===== src/rtl/arm_run_controller.sv =====
// Run sequencer for the single-cycle ARM core: start-button sync, held reset,
// slow processor clock generation, checkpoint monitoring and PASS/FAIL latching.
module arm_run_controller #(
   parameter int          DIV_W     = 22,
   parameter int          RST_TICKS = 2,
   parameter int          MAX_STEPS = 1024,
   parameter logic [31:0] CHK1_ADR  = 32'h14,
   parameter logic [31:0] CHK2_ADR  = 32'h1A,
   parameter logic [31:0] CHK_DATA  = 32'h7
) (
   input  logic        clk,
   input  logic        reset,
   input  logic        start_n,
   input  logic        mem_we,
   input  logic [31:0] data_adr,
   input  logic [31:0] write_data,
   output logic        cpu_clk,
   output logic        cpu_reset,
   output logic        busy,
   output logic        pass,
   output logic        fail,
   output logic [1:0]  chk_hit,
   output logic [15:0] step_count
);

   typedef enum logic [2:0] {
      S_IDLE = 3'd0,
      S_RST  = 3'd1,
      S_RUN  = 3'd2,
      S_PASS = 3'd3,
      S_FAIL = 3'd4
   } state_t;

   localparam logic [15:0] RST_LAST  = 16'(RST_TICKS - 1);
   localparam logic [15:0] STEP_MAX  = 16'(MAX_STEPS);
   localparam logic [15:0] STEP_SAT  = 16'hFFFF;

   state_t            state_r, state_nx_s;
   logic              sync1_r, sync2_r, sync3_r, start_pulse_r;
   logic [DIV_W-1:0]  div_r;
   logic [15:0]       rst_cnt_r, rst_cnt_nx_s;
   logic              tick_s, sample_s, hit1_s, hit2_s, restart_s;
   logic [1:0]        chk_upd_s;
   logic              cpu_clk_r, cpu_clk_nx_s;
   logic              cpu_reset_r, cpu_reset_nx_s;
   logic              busy_r, busy_nx_s, pass_r, pass_nx_s, fail_r, fail_nx_s;
   logic [1:0]        chk_hit_r, chk_hit_nx_s;
   logic [15:0]       step_r, step_nx_s;

   // Button synchronizer and registered falling-edge detector
   always_ff @(posedge clk or posedge reset) begin
      if (reset) begin
         sync1_r       <= 1'b1;
         sync2_r       <= 1'b1;
         sync3_r       <= 1'b1;
         start_pulse_r <= 1'b0;
      end else begin
         sync1_r       <= start_n;
         sync2_r       <= sync1_r;
         sync3_r       <= sync2_r;
         start_pulse_r <= sync3_r & ~sync2_r;
      end
   end

   // Free-running tick divider
   always_ff @(posedge clk or posedge reset) begin
      if (reset) begin
         div_r <= '0;
      end else begin
         div_r <= div_r + {{(DIV_W-1){1'b0}}, 1'b1};
      end
   end

   assign tick_s    = &div_r;
   // Sample point: the tick that drives cpu_clk low, when monitor inputs are settled
   assign sample_s  = (state_r == S_RUN) && tick_s && cpu_clk_r;
   assign hit1_s    = mem_we && (data_adr == CHK1_ADR) && (write_data == CHK_DATA);
   assign hit2_s    = mem_we && (data_adr == CHK2_ADR) && (write_data == CHK_DATA);
   assign chk_upd_s = chk_hit_r | {hit2_s, hit1_s};

   // State register
   always_ff @(posedge clk or posedge reset) begin
      if (reset) begin
         state_r <= S_IDLE;
      end else begin
         state_r <= state_nx_s;
      end
   end

   // Next-state logic
   always_comb begin
      state_nx_s = state_r;
      case (state_r)
         S_IDLE: begin
            if (start_pulse_r) state_nx_s = S_RST;
            else               state_nx_s = S_IDLE;
         end
         S_RST: begin
            if (tick_s && (rst_cnt_r == RST_LAST)) state_nx_s = S_RUN;
            else                                   state_nx_s = S_RST;
         end
         S_RUN: begin
            if (sample_s && (&chk_upd_s))                 state_nx_s = S_PASS;
            else if (sample_s && (step_r == STEP_MAX))    state_nx_s = S_FAIL;
            else                                          state_nx_s = S_RUN;
         end
         S_PASS, S_FAIL: begin
            if (start_pulse_r) state_nx_s = S_RST;
            else               state_nx_s = state_r;
         end
         default: state_nx_s = S_IDLE;
      endcase
   end

   // Next values of the registered outputs and the reset-tick counter
   always_comb begin
      restart_s      = (state_nx_s == S_RST) && (state_r != S_RST);
      cpu_clk_nx_s   = 1'b0;
      cpu_reset_nx_s = (state_nx_s == S_IDLE) || (state_nx_s == S_RST);
      busy_nx_s      = (state_nx_s == S_RST) || (state_nx_s == S_RUN);
      pass_nx_s      = (state_nx_s == S_PASS);
      fail_nx_s      = (state_nx_s == S_FAIL);
      step_nx_s      = step_r;
      chk_hit_nx_s   = chk_hit_r;
      rst_cnt_nx_s   = rst_cnt_r;
      if ((state_r == S_RUN) && (state_nx_s == S_RUN)) begin
         cpu_clk_nx_s = cpu_clk_r ^ tick_s;
      end else begin
         cpu_clk_nx_s = 1'b0;
      end
      if (restart_s) begin
         step_nx_s    = 16'd0;
         chk_hit_nx_s = 2'b00;
         rst_cnt_nx_s = 16'd0;
      end else if ((state_r == S_RUN) && tick_s && !cpu_clk_r) begin
         step_nx_s = (step_r == STEP_SAT) ? step_r : step_r + 16'd1;
      end else if (sample_s) begin
         chk_hit_nx_s = chk_upd_s;
      end else if ((state_r == S_RST) && tick_s) begin
         rst_cnt_nx_s = rst_cnt_r + 16'd1;
      end else begin
         step_nx_s = step_r;
      end
   end

   // Output registers
   always_ff @(posedge clk or posedge reset) begin
      if (reset) begin
         cpu_clk_r   <= 1'b0;
         cpu_reset_r <= 1'b1;
         busy_r      <= 1'b0;
         pass_r      <= 1'b0;
         fail_r      <= 1'b0;
         chk_hit_r   <= 2'b00;
         step_r      <= 16'd0;
         rst_cnt_r   <= 16'd0;
      end else begin
         cpu_clk_r   <= cpu_clk_nx_s;
         cpu_reset_r <= cpu_reset_nx_s;
         busy_r      <= busy_nx_s;
         pass_r      <= pass_nx_s;
         fail_r      <= fail_nx_s;
         chk_hit_r   <= chk_hit_nx_s;
         step_r      <= step_nx_s;
         rst_cnt_r   <= rst_cnt_nx_s;
      end
   end

   assign cpu_clk    = cpu_clk_r;
   assign cpu_reset  = cpu_reset_r;
   assign busy       = busy_r;
   assign pass       = pass_r;
   assign fail       = fail_r;
   assign chk_hit    = chk_hit_r;
   assign step_count = step_r;

endmodule


===== config.mk =====
export PLATFORM = sky130hd
export DESIGN_NAME = arm_run_controller
export DESIGN_NICKNAME = d
export VERILOG_FILES = /design/src/rtl/arm_run_controller.sv
export SDC_FILE = /design/constraint.sdc
export NUM_CORES = 1
export LEC_CHECK = 0
export CAP_MARGIN = 10
export CORE_UTILIZATION = 45
export DETAILED_ROUTE_END_ITERATION = 10
export GPL_ROUTABILITY_DRIVEN = 1
export PLACE_DENSITY = 0.77
export RECOVER_POWER = 100
export SYNTH_ARGS = -nofsm -noshare
export SYNTH_HDL_FRONTEND = slang
export SYNTH_SLANG_ARGS = --single-unit

===== constraint.sdc =====
create_clock -name clk -period 2.6 [get_ports clk]
set_clock_uncertainty 0.2 [all_clocks]
set_input_delay 0.26 -clock clk [delete_from_list [all_inputs] [get_ports clk]]
set_output_delay 0.26 -clock clk [all_outputs]
set_load 0.1 [all_outputs]

==> results of run 1 <==
## metal layers
metal  GRT usage [%]  vias up  part of all wire (%)
li1                -     1533                     -
met1           24.26     1522                    39
met2           41.29      107                    51
met3           6.882       18                   7.6
met4           8.333        0                   1.8
met5               0        -                     0
## worst paths after layout
check / startpoint / endpoint
hold reg to reg: sync1_r / sync2_r
setup / recovery: div_r[0] / step_count[15]
max in group asynchronous: reset / cpu_reset
setup reg to reg: div_r[0] / step_count[15]
hold / removal: reset / div_r[1]
min in group clk: sync1_r / sync2_r
## through the flow
stage          std cells  setup WS, ns  hold slack, ns  TNS [ns]
2_1_floorplan        356     0.0005094         0.06448         0
3_3_place_gp         573       -0.2648          0.1473    -7.728
3_5_place_dp         573       -0.2849          0.1501    -8.236
4_1_cts              589      0.004186          0.1096         0
5_1_grt              590      -0.05531          0.1688   -0.1167
6_report             590       0.05775          0.1011         0
## cells by family after synthesis
group	synth area share [%]
AO/OA/AOI/OAI	11.60
flip-flops	46.66
multiplexers	0.2737
adder cells (fa/ha/maj)	1.711
AND/OR/NAND/NOR	24.84
XOR/XNOR	11.97
buffers and inverters	2.942
## where the power goes
group | switching [mW] | internal (mW) | leakage [nW]
Sequential | 0.00599 | 1.07 | 0.909
Clock | 0.382 | 0.442 | 0.0914
Combinational | 0.129 | 0.127 | 1.13
Total | 0.517 | 1.64 | 2.13
## what timing repair did
item,4_1_cts,5_1_grt
resized for setup,1,12
cloned,0,0
endpoints found under the setup margin,35,36
pin swaps,0,4
buffers inserted,0,1
## worst reg2reg max path: stages (launching register included)
cell and delay [ns]:
dfrtp_1 0.36, ha_2 0.20, nand3_2 0.08, or4_4 0.57
or3_4 0.39, a22oi_4 0.18, a211oi_4 0.10, buf_12 0.20
a22oi_2 0.20
## registers in the layout, indices dropped and copies added (netlist names), 2 cells and up
register	count
div_r	22
chk_hit	2
state_r	3
rst_cnt_r	16
step_count	16
## cell type report
cell class	count	area [um^2]	area share (%)
Clock inverter	3	40.04	0.7788
Timing Repair Buffer	126	1167	22.71
Clock buffer	13	138.9	2.701
Sequential cell	68	1709	33.24
Tap cell	102	127.6	2.482
Multi-Input combinational cell	267	1917	37.28
Inverter	11	41.29	0.8031
## layout by cell type, fill, tap and decap left out, drive strengths merged
cell and count:
clkbuf 13, o21a 1, nor3 6, nor4 21
or3b 1, buf 59, dlygate4sd3 1, nand3b 1
nor4b 4, and4b 1, o2111ai 1, nand2 29
a211oi 1, clkinv 2, and3b 1, nor2 23
clkdlybuf4s50 66, or4 2, and4 3, dfstp 4
nand4 25, nand2b 2, a21oi 38, o21ai 7
xor2 19, and3 12, and2 5, nor3b 3
a22oi 2, bufinv 1, nand3 16, mux2i 1
inv 11, ha 5, xnor2 31, nor2b 2
or3 4, dfrtp 64
==> results.tsv, run 1 <==
stage	metric	value	unit
status	outcome	finished clean	
drt	initial DRC count	140	
setup_path	CP peak stage delay	0.57	ns
global_routing	GRT Util Overall	22.55	%
drt	1st-pass router iterations	4	
layout	Final Util	65.85	%
layout	share of layout cells above drive strength 1	26.02	%
setup_path	startpoint types	register	
setup_path	crit-path cells	ha_2, nand3_2, or4_4, or3_4, a22oi_4, a211oi_4, buf_12, a22oi_2	
global_routing	vias in the first global route	3237	
yosys	area leader, netlist	dfrtp_1	
clock_tree	root buffer cell	clkbuf_8	
yosys	synthesis-stage register bit count	68	
place	GP Congestion	0.8622	
pwr	static leakage	2.130	nW
global_routing	largest net degree at the start of global routing	69	
clock_tree	CTS sink cnt	68	
place	DP HPWL	6824	um
setup_path	WP depth	8	
timing	RSZ-0062 raised after global routing	yes	
yosys	dominant synthesized flop cell	dfrtp_1	
drt	final wirelength	9235	um
yosys	asr flop ratio synth	100.0	%
drt	Post-DRT Antenna Nets	0	
clock_tree	TritonCTS Buffers	9	
pwr	post-layout power	2.153	mW
layout	Final Cell Area	5141	um^2
setup_path	CP top delay family	simple AND/OR/NAND/NOR gates	
place	port bufs	90	
timing	worst-margin pin slew	0.5254	ns
global_routing	global route overflow	0	
yosys	register area share after synthesis	46.66	%
pwr	Cell Pwr Density	418.8	nW/um^2
die	Core Area	7807	um^2
yosys	Area contributors post-synth	dfrtp_1, xnor2_1, a21oi_2	
global_routing	initial antenna violation count	0	
setup_path	Critical Path AT	2.61	ns
run	max cap viols	0	
yosys	yosys warns	0	
layout	NumNets Final	556	
die	FP Rows	32	
timing	post-layout min period	2.542	ns
yosys	post-synth top area share	43.79	%
clock_tree	CTS tree	built	
pwr	worst vdd ir	0.0003161	V
yosys	commonest cells in the netlist	dfrtp_1, xnor2_1, a21oi_2	
drt	post-DR wirelength/cell	15.65	um
layout	Fillers	611	
place	placed instance area	4885	um^2
yosys	number of flops mapped to enable cells by yosys	0	
die	# IOs	91	
setup_path	crit path capture type	register	
setup_path	Slowest cell on crit path	or4_4	
timing	Max Fclk	393.4	MHz
drt	vias after detailed routing	3180	
clock_tree	Clock Pin Slew Worst Setup and Hold Paths	0.07	ns
hold_path	worst hold path class	input pin to asynchronous set/reset pin	
layout	antenna cells	0	
yosys	post-synthesis cell area	3657	um^2
clock_tree	Hold Buf Count CTS	0	
yosys	Synth Instances	356	
setup_path	Reg2Reg Setup Slack	0.06	ns
yosys	mean post-synth cell area	10.27	um^2
setup_path	reg2reg path depth	8	
clock_tree	Clk Latency, worst-skew pair	0.34	ns
layout	Layout area overhead	40.57	%
setup_path	CP Class	register to register	
yosys	post-synth cell types	43	
yosys	Syn Nets	429	
die	Die Height	92.15	um
setup_path	worst path bufs/invs	1	
timing	max_slew headroom	64.70	%
timing	Pins Over Slew Limit	0	
setup_path	worst path required time	2.67	ns
drt	# DRC	0	
drt	post-DR vias/cell	5.390	
die	die width	92.15	um
die	Starting Density	46.84	%
die	Die ar.	8492	um^2
clock_tree	CTS max path bufs	2	
setup_path	CP Max Fanout	26	
timing	Final setup viols	0	
global_routing	first-pass GRT wire length	14790	um
clock_tree	H-tree depth	3	
timing	final worst path period share	97.78	%
yosys	count leader, synth	dfrtp_1	
timing	final-report hold violation count	0	
(Power assumes the default switching activity.)
==> run 2, diff against run 1 <==
--- a/config.mk
+++ b/config.mk
@@ -11,6 +11,7 @@
 export GPL_ROUTABILITY_DRIVEN = 1
 export PLACE_DENSITY = 0.77
 export RECOVER_POWER = 100
+export SLEW_MARGIN = 20
 export SYNTH_ARGS = -nofsm -noshare
 export SYNTH_HDL_FRONTEND = slang
 export SYNTH_SLANG_ARGS = --single-unit
==> results of run 2 <==
The final DEF is identical to that of run 1; final timing and power are the same.
